File: src/rtl/fg_opto_conditioner.sv
// Conditions the asynchronous frame-grabber opto input: synchroniser, glitch filter, edge strobes,
// loss watchdog, and a rising-edge period measurement compiled in only with FG_PERIOD_MEAS_EN.
module fg_opto_conditioner #(
  parameter int SYNC_STAGES  = 2,
  parameter int FILTER_LEN   = 40,
  parameter int LOSS_TIMEOUT = 4_000_000,
  parameter int PERIOD_W     = 32
) (
  input  logic                clock,
  input  logic                reset,
  input  logic                fg_opto_raw,
  output logic                fg_opto,
  output logic                fg_opto_rise,
  output logic                fg_opto_fall,
  output logic                fg_loss,
  output logic [PERIOD_W-1:0] period,
  output logic                period_valid
);

  localparam int               GAP_W    = $clog2(LOSS_TIMEOUT + 1);
  localparam logic [15:0]      FLT_LAST = 16'(FILTER_LEN - 1);
  localparam logic [GAP_W-1:0] GAP_MAX  = GAP_W'(LOSS_TIMEOUT);

  logic [SYNC_STAGES-1:0] sync_r;
  logic                   sync_s;
  logic [15:0]            flt_cnt_r;
  logic [GAP_W-1:0]       gap_cnt_r;
  logic [GAP_W-1:0]       gap_nxt_s;

  assign sync_s = sync_r[SYNC_STAGES-1];

  // Plain flop chain into the clock domain
  always_ff @(posedge clock) begin
    if (reset) begin
      sync_r <= '0;
    end else begin
      sync_r <= {sync_r[SYNC_STAGES-2:0], fg_opto_raw};
    end
  end

  // Glitch filter: a new level is accepted only after FILTER_LEN consecutive mismatching cycles
  always_ff @(posedge clock) begin
    if (reset) begin
      flt_cnt_r    <= 16'd0;
      fg_opto      <= 1'b0;
      fg_opto_rise <= 1'b0;
      fg_opto_fall <= 1'b0;
    end else if (sync_s != fg_opto) begin
      if (flt_cnt_r == FLT_LAST) begin
        flt_cnt_r    <= 16'd0;
        fg_opto      <= sync_s;
        fg_opto_rise <= sync_s;
        fg_opto_fall <= ~sync_s;
      end else begin
        flt_cnt_r    <= flt_cnt_r + 16'd1;
        fg_opto_rise <= 1'b0;
        fg_opto_fall <= 1'b0;
      end
    end else begin
      flt_cnt_r    <= 16'd0;
      fg_opto_rise <= 1'b0;
      fg_opto_fall <= 1'b0;
    end
  end

  // Gap counter next value: a rise strobe restarts it, otherwise it saturates at the timeout
  always_comb begin
    gap_nxt_s = gap_cnt_r;
    if (fg_opto_rise) begin
      gap_nxt_s = '0;
    end else if (gap_cnt_r != GAP_MAX) begin
      gap_nxt_s = gap_cnt_r + GAP_W'(1);
    end else begin
      gap_nxt_s = gap_cnt_r;
    end
  end

  // fg_loss is registered from the next gap value so it always equals (gap_cnt_r == timeout)
  always_ff @(posedge clock) begin
    if (reset) begin
      gap_cnt_r <= '0;
      fg_loss   <= 1'b0;
    end else begin
      gap_cnt_r <= gap_nxt_s;
      fg_loss   <= (gap_nxt_s == GAP_MAX);
    end
  end

`ifdef FG_PERIOD_MEAS_EN
  typedef enum logic {WAIT_FIRST = 1'b0, MEASURING = 1'b1} per_state_t;

  per_state_t          state_r;
  logic [PERIOD_W-1:0] per_cnt_r;

  // Period FSM; a rise seen while fg_loss is high restarts measurement instead of reporting
  always_ff @(posedge clock) begin
    if (reset) begin
      state_r      <= WAIT_FIRST;
      per_cnt_r    <= '0;
      period       <= '0;
      period_valid <= 1'b0;
    end else begin
      period_valid <= 1'b0;
      case (state_r)
        WAIT_FIRST: begin
          if (fg_opto_rise) begin
            per_cnt_r <= PERIOD_W'(1);
            state_r   <= MEASURING;
          end
        end
        MEASURING: begin
          if (fg_opto_rise && !fg_loss) begin
            period       <= per_cnt_r;
            period_valid <= 1'b1;
            per_cnt_r    <= PERIOD_W'(1);
          end else if (fg_opto_rise) begin
            per_cnt_r <= PERIOD_W'(1);
          end else if (fg_loss) begin
            state_r <= WAIT_FIRST;
          end else if (per_cnt_r != '1) begin
            per_cnt_r <= per_cnt_r + PERIOD_W'(1);
          end
        end
        default: begin
          state_r <= WAIT_FIRST;
        end
      endcase
    end
  end
`else
  assign period       = '0;
  assign period_valid = 1'b0;
`endif

endmodule
File: config.mk
export PLATFORM = sky130hd
export DESIGN_NAME = fg_opto_conditioner
export DESIGN_NICKNAME = d
export VERILOG_FILES = /design/src/rtl/fg_opto_conditioner.sv
export SDC_FILE = /design/constraint.sdc
export NUM_CORES = 1
export LEC_CHECK = 0
export CAP_MARGIN = 10
export CORE_MARGIN = 4
export CORE_UTILIZATION = 57
export CTS_CLUSTER_SIZE = 30
export DETAILED_ROUTE_END_ITERATION = 12
export PLACE_DENSITY = 0.87
export SETUP_SLACK_MARGIN = 0.1
export SYNTH_ARGS = -nofsm -noshare
export SYNTH_HDL_FRONTEND = slang
export SYNTH_SLANG_ARGS = --single-unit
File: constraint.sdc
create_clock -name clock -period 4.5 [get_ports clock]
set_clock_uncertainty 0.05 [all_clocks]
set_input_delay 1.125 -clock clock [delete_from_list [all_inputs] [get_ports clock]]
set_output_delay 1.125 -clock clock [all_outputs]
set_load 0.02 [all_outputs]
# Word-level counts from Yosys, hierarchy flattened
# Cells that the tools add are included.
[totals] mem_bits_ro=0 inputBits=3 mem_count=0 latchBits=0 reg_bits=44 ram_bits=0 output_inout_bits=37
[op_classes] add_sub_neg=2 n_eq_ne=4 div=0 n_reduce_logical=3 magnitude_cmp=0 n_mul=0 mux=2 n_bitwise=3 shifts=0
[ops] op="two-way mux 22 bit" count=2
[ops] op="adder 22 x 1 -> 22 bit (second input constant)" count=1
[ops] op="equality test 22 bit (second input constant)" count=1
[ops] op="inequality test 22 bit (second input constant)" count=1
[ops] op="adder 16 x 1 -> 16 bit (second input constant)" count=1
[ops] op="equality test 16 x 6 -> 1 bit (second input constant)" count=1
[ops] op="OR reduction 3 bit" count=2
[ops] op="NOT 1 bit" count=3
[ops] op="AND reduction 2 bit" count=1
[ops] op="inequality test 1 bit" count=1

# Depth between registers and ports, before layout
# Gate-level depths: netlist (run 1).
[depth] ltp_word=4 depth_mapped=8

# Worst setup path after synthesis (run 1)
# OpenSTA, ideal clock, no wires.
[synth_path] path_type="register to register" start="register gap_cnt_r[3]" end="register fg_loss" path_stages_with_launch=9 slack_ns=2.110 n_path_buf=2 t_arrival_ns=2.252 required_ns=4.362 cell_sequence="dfxtp_1 -> buf_6 -> and4_4 -> buf_6 -> nand3_2 -> nor4_2 -> mux2_4 -> or4_4 -> nor4_2"
[synth_via] elab_chain_len=4 word_cells_on_any_way=5 cone_classes="add/sub (1); eq/ne (2); mux (2)"
[synth_lines] item="start: declaration" line="27" text="logic [GAP_W-1:0] gap_cnt_r;"
[synth_lines] item="start signal: assignment" line="84" text="gap_cnt_r <= gap_nxt_s;"
[synth_lines] item="adder 22 x 1 -> 22 bit / inequality test 22 bit (equally long branches)" line="72, 71"
[synth_lines] item="two-way mux 22 bit *" line="71" text="end else if (gap_cnt_r != GAP_MAX) begin"
[synth_lines] item="two-way mux 22 bit *" line="69" text="if (fg_opto_rise) begin"
[synth_lines] item="equality test 22 bit *" line="85" text="fg_loss <= (gap_nxt_s == GAP_MAX);"
[synth_lines] item="end signal: assignment" line="85"
[synth_lines] item="end: declaration" line="15" text="output logic fg_loss,"
# Mark *: on every way between the ends. The rest lies on a longest branch, timed or not.
# A chain may end at the register's enable or synchronous reset.

# Final worst setup path (run 1)
[layout_path] start="register gap_cnt_r[2]" end="register fg_loss"
# Same word-level chain as after synthesis.

==> results of run 1 <==
-- sequential cells by signal, indices dropped and copies added, names as in the netlist --
name	count
fg_opto_rise	1
flt_cnt_r	16
fg_opto_fall	1
sync_r	2
fg_opto	1
gap_cnt_r	22
fg_loss	1
-- worst register-to-register path: stages, from the launching register on --
cell and delay [ns]:
dfxtp_1 0.54, and4_4 0.36, nand3_2 0.11, nor4_2 0.43, mux2_4 0.34, or4_4 0.51
nor4_2 0.28
-- power breakdown --
| group | switching (mW) | internal (mW) |
|---|---|---|
| logic | 0.0366 | 0.00817 |
| registers | 0.00476 | 0.392 |
| clock network | 0.145 | 0.167 |
| total | 0.186 | 0.568 |
-- cell families (layout without fill, tap and decap cells) --
logic type	count (synthesis)	in the layout	synth area share (%)
flops	44	44	36.1
compound gates	20	20	5.28
buf+inv	52	22	13.9
fa+ha+maj	3	3	1.54
other cells	1	33	0.154
simple gates	130	130	29.0
mux	3	3	1.43
xor+xnor	35	35	12.6
-- worst paths after layout --
kind | startpoint | to | slack (ns) | depth (start not counted)
worst max register to register | gap_cnt_r[2]$_SDFF_PP0_ | fg_loss$_SDFF_PP0_ | 1.81 | 6
worst max-delay path | gap_cnt_r[2]$_SDFF_PP0_ | fg_loss$_SDFF_PP0_ | 1.81 | 6
worst min-delay path | flt_cnt_r[0]$_SDFF_PP0_ | flt_cnt_r[0]$_SDFF_PP0_ | 0.40 | 1
worst min register to register | flt_cnt_r[0]$_SDFF_PP0_ | flt_cnt_r[0]$_SDFF_PP0_ | 0.40 | 1
-- per-stage QoR --
stage,hold slack (ns),utilization [%]
finish,0.396,60.9
CTS,0.398,60.9
global route,0.427,60.9
global placement,0.374,58.1
detailed placement,0.386,58.1
floorplan,0.363,-
-- cells in the final DEF (no fill, tap or decap), types with 4 or more instances in the layout --
cell type        count
conb_1              33
inv_1                8
nor4b_1              4
nor2_1              41
a21oi_1              6
nand3_1             14
and3_1               9
xor2_1              17
nand4_1             13
xnor2_1             18
nor4_1               7
clkdlybuf4s50_1      6
dfxtp_1             44
o21ai_0              4
nor3_1               6
nand2_1             14
clkbuf_8             5
-- layer usage --
metal | routed length, um | up-vias
met5 | 0 | -
met4 | 133 | 0
met3 | 388 | 13
met2 | 2070 | 89
met1 | 1950 | 870
li1 | - | 929
-- final cells by class --
type | instances | area [um2] | share of cell area (%)
Timing Repair Buffer | 6 | 60.1 | 2.41
Inverter | 8 | 30.0 | 1.21
Sequential cell | 44 | 881 | 35.4
Tap cell | 50 | 62.6 | 2.51
Multi-Input combinational cell | 224 | 1340 | 53.9
Clock inverter | 3 | 46.3 | 1.86
Clock buffer | 5 | 68.8 | 2.76
==> results by group, run 1 <==
Status
  • Outcome: complete, no violations

Routing
  • Vias per inst: 5.59
  • # DRC: 0
  • Number of detailed-route iterations in the first pass: 4
  • Antenna-violating nets left: 0
  • Initial DRC Count: 130
  • Vias post-DR: 1,901
  • Routed Wire Length: 4550 um
  • Drt wl/cell: 13.4 um

Timing
  • RSZ-0062 raised after global routing: no
  • Period utilization: 59.8%
  • Final setup violation count: 0
  • Hold Vio Cnt, Final: 0
  • Post-route setup slack: 1.81 ns
  • F_max: 372 MHz
  • Tightest Pin Transition: 0.563 ns
  • Fin. max-slew vios: 0
  • Final Critical Period: 2.69 ns
  • Setup TNS: 0 ns
  • Rel. slew slack: 62.3%

Logic synthesis
  • Post-Syn Instances: 288
  • Synth unique cells: 45
  • Synth Register Bits: 44
  • Sequential-to-total area share from yosys stat: 36.1%
  • Cell with the most instances after synthesis: dfxtp_1
  • Post-synth ARST share: 0%
  • Yosys top cell by area: dfxtp_1
  • Commonest cells in the synthesized netlist: dfxtp_1 (44), nor2_1 (41), buf_4 (33), xnor2_1 (18), xor2_1 (17)
  • Yosys Warn Count: 0
  • Cell Area, Synth: 2440 um2
  • Syn avg cell area: 8.48 um2
  • EDFF count, synth: 0
  • Synth Flop Type: dfxtp_1
  • Top cell type's share of synthesized area: 36.1%
  • Synth area leaders: dfxtp_1 (36%), buf_4 (10%), xnor2_1 (6.5%)

Global routing
  • Largest net degree at the start of global routing: 24
  • First-pass GRT wire length: 7800 um
  • GR Layer Usage met2: 29.9%
  • Antenna violations before repair: 0
  • Vias in the first global route: 1,770
  • GR Util met1: 22.4%
  • Met3 track demand over resource: 4.92%
  • Most used routing layer: met2
  • GRT overflow: 0
  • Global-route usage over all layers: 18.4%

Die
  • I/O pin cnt: 40
  • Chip height: 73.5 um
  • # rows: 23
  • Die Area: 5400 um2
  • Starting density of the core: 59.8%
  • Core footprint: 4090 um2
  • Die W: 73.5 um

Clock network
  • Clk_lat worst skew: 0.31 ns
  • Clk sinks: 44
  • TritonCTS Buffers: 5
  • Clock transition at path regs: 0.09 ns
  • Post_cts resized: 0
  • CTS tree: done
  • CTS Hold Bufs: 0
  • Clock root cell: clkbuf_8
  • Buffer depth of the longest clock path: 2
  • H-tree Lvls: 2
  • Setup bufs post-CTS: 0

Min path
  • Hold Path Class: flip-flop to flip-flop

Job
  • Max-cap viol count: 0

Cells and area
  • Share of layout cells above drive strength 1: 5.86%
  • Antenna diode count: 0
  • Post-route cell area: 2490 um2
  • Layout area overhead: 1.95%
  • # fillers: 344
  • Non-filler cells in the finished layout: 340
  • # nets final: 295

Setup path
  • Crit. End Element: flip-flop
  • CP most frequent cell: nor4_2
  • CP required: 4.67 ns
  • Critical path's top delay family: simple AND/OR/NAND/NOR gates
  • Critical path cell sequence: and4_4 -> nand3_2 -> nor4_2 -> mux2_4 -> or4_4 -> nor4_2
  • Worst path bufs/invs: 0
  • Worst setup SP type: flip-flop
  • Crit path largest cell delay: 0.54 ns
  • WP data arrival: 2.86 ns
  • Crit Path Class: flip-flop to flip-flop
  • Slowest CP cell: dfxtp_1
  • CP Max Fanout: 11

Placed design
  • Placed cells: 332
  • Detailed Place HPWL: 3210 um
  • Setup Slack @ Placement: 1.54 ns
  • Gpl congestion: 0.864
  • Cell Area, Placed: 2370 um2
  • Port Buffers: 6

Pwr
  • LEAKAGE: 0.903 nW
  • Cell area power density: 303 nW/um2
  • Worst vdd ir: 0.260 mV
  • Total Power: 754 uW
No activity file was read; power rests on OpenSTA's default activity.
==> inputs of run 2 (changes only) <==
--- a/config.mk
+++ b/config.mk
@@ -7,10 +7,10 @@
 export LEC_CHECK = 0
 export CAP_MARGIN = 10
 export CORE_MARGIN = 4
-export CORE_UTILIZATION = 57
+export CORE_UTILIZATION = 53
 export CTS_CLUSTER_SIZE = 30
 export DETAILED_ROUTE_END_ITERATION = 12
-export PLACE_DENSITY = 0.87
+export PLACE_DENSITY = 0.82
 export SETUP_SLACK_MARGIN = 0.1
 export SYNTH_ARGS = -nofsm -noshare
 export SYNTH_HDL_FRONTEND = slang
==> constraint.sdc (replaced) <==
create_clock -name clock -period 2.7 [get_ports clock]
set_clock_uncertainty 0.05 [all_clocks]
set_input_delay 0.675 -clock clock [delete_from_list [all_inputs] [get_ports clock]]
set_output_delay 0.675 -clock clock [all_outputs]
set_load 0.02 [all_outputs]
==> results by group, run 2 (synthesis results as in run 1) <==
Global routing
  • Vias in the first global route: 1,606
  • First-pass GRT wire length: 7310 um
  • Global-route usage over all layers: 16.7%
  • Antenna violations before repair: 0
  • Largest net degree at the start of global routing: 23
  • GRT overflow: 0

Die
  • Chip height: 75.9 um
  • Core footprint: 4410 um2
  • I/O pin cnt: 40
  • # rows: 24
  • Die Area: 5760 um2
  • Die W: 75.9 um
  • Starting density of the core: 55.3%

Cells and area
  • Layout area overhead: 3.07%
  • Most frequent cells in the layout: dfxtp_1 (43), nor2_1 (41), conb_1 (33)
  • Max reg flops: 22
  • # fillers: 400
  • Largest regs: gap_cnt_r: 22 flops, flt_cnt_r: 16 flops, sync_r: 2 flops
  • Commonest non-fill, non-tap cell in the layout: dfxtp_1
  • Antenna diode count: 0
  • # nets final: 297
  • Share of layout cells above drive strength 1: 6.85%
  • Largest Register: gap_cnt_r
  • Non-filler cells in the finished layout: 344

Routing
  • Routed Wire Length: 4500 um
  • Met3 routed WL: 306 um
  • Met2 WL: 2100 um
  • Antenna-violating nets left: 0
  • DRT met1 WL: 2000 um
  • Number of detailed-route iterations in the first pass: 4
  • Vias per inst: 5.37
  • # DRC: 0
  • Top Metal Used: met4
  • Drt wl/cell: 13.1 um
  • Vias post-DR: 1,848
  • Initial DRC Count: 167

Placed design
  • Placed cells: 336
  • Gpl congestion: 0.868
  • Detailed Place HPWL: 3210 um
  • Port Buffers: 6

Pwr
  • Clock power frac: 41.2%
  • P_int: 948 uW
  • Cell area power density: 498 nW/um2
  • Total Power: 1.25 mW
  • Worst vdd ir: 0.332 mV
  • Sequential Power Share: 52.6%
  • Sw frac: 24.4%
  • LEAKAGE: 0.931 nW
  • P_sw: 306 uW
  • Combinational share of power: 6.2%

Clock network
  • Buffer depth of the longest clock path: 2
  • H-tree Lvls: 2
  • Clk_lat worst skew: 0.30 ns
  • Setup bufs post-CTS: 0
  • Clock root cell: clkbuf_8
  • CTS Hold Bufs: 0
  • Post_cts resized: 0
  • CTS tree: done
  • Clk sinks: 44
  • TritonCTS Buffers: 5
  • Clock transition at path regs: 0.09 ns

Timing
  • Hold WS: 0.402 ns
  • Final setup violation count: 0
  • Fin. max-slew vios: 0
  • Hold Vio Cnt, Final: 0
  • F_max: 396 MHz
  • Final Critical Period: 2.53 ns
  • Period utilization: 93.5%
  • Rel. slew slack: 65.5%
  • Tightest Pin Transition: 0.515 ns
  • RSZ-0062 raised after global routing: no
  • Setup TNS: 0 ns

Setup path
  • WP data arrival: 2.69 ns
  • CP Max Fanout: 6
  • Worst setup SP type: flip-flop
  • Crit Path Class: flip-flop to flip-flop
  • Crit. End Element: flip-flop
  • Slowest CP cell: or4_4
  • Crit path largest cell delay: 0.51 ns
  • Worst path bufs/invs: 0
  • CP required: 2.87 ns
  • Critical path cell sequence: and3_1 -> nand3_2 -> nor4_4 -> mux2_4 -> or4_4 -> nor4_2
  • Critical path's top delay family: simple AND/OR/NAND/NOR gates

Status
  • Outcome: complete, no violations

Min path
  • Hold Path Class: flip-flop to flip-flop

Job
  • Max-cap viol count: 0
[run 2: changes by cell type in the layout (fill, tap and decap cells not counted), sizes merged]
| cell | delta |
|---|---|
| buf | +2 |
[run 2: layout make-up]
type	count	area, um2	share of cell area [%]
multi-input cells	224	1350	53.6
flip-flops and latches	44	882	35.0
repair buffers	8	75.1	2.98
clock buffers	5	68.8	2.73
well taps	52	65.1	2.58
clock inverters	3	46.3	1.84
inverters	8	30.0	1.19
[run 2: layer usage]
metal | up-vias | global-route usage, %
li1 | 933 | -
met1 | 847 | 21.4
met2 | 59 | 25.3
met3 | 9 | 5.54
met4 | 0 | 7.57
met5 | - | 0
[run 2: path summary, 6_finish.rpt]
path	startpoint	endpoint	slack [ns]	cells after the start
max	gap_cnt_r[6]$_SDFF_PP0_	fg_loss$_SDFF_PP0_	0.17	6
min reg2reg	sync_r[0]$_SDFF_PP0_	sync_r[1]$_SDFF_PP0_	0.40	1
min	sync_r[0]$_SDFF_PP0_	sync_r[1]$_SDFF_PP0_	0.40	1
max reg2reg	gap_cnt_r[6]$_SDFF_PP0_	fg_loss$_SDFF_PP0_	0.17	6
[run 2: power by group through the flow]
stage / Combinational [mW] / Clock [mW] / Sequential [mW]
global placement: 0.0756 / 0 / 0.674
global route: 0.0867 / 0.555 / 0.661
floorplan: 0.103 / 0 / 0.673
finish: 0.0779 / 0.517 / 0.660
CTS: 0.0765 / 0.530 / 0.660
detailed placement: 0.0762 / 0 / 0.675
[run 2: metrics by stage]
stage / worst slack [ns] / utilization, % / instance area [um2]
detailed placement: 0.150 / 54.2 / 2390
floorplan: 0.310 / - / 2560
global route: 0.0907 / 57.0 / 2520
global placement: 0.262 / 54.2 / 2390
finish: 0.175 / 57.0 / 2520
CTS: 0.101 / 56.8 / 2510
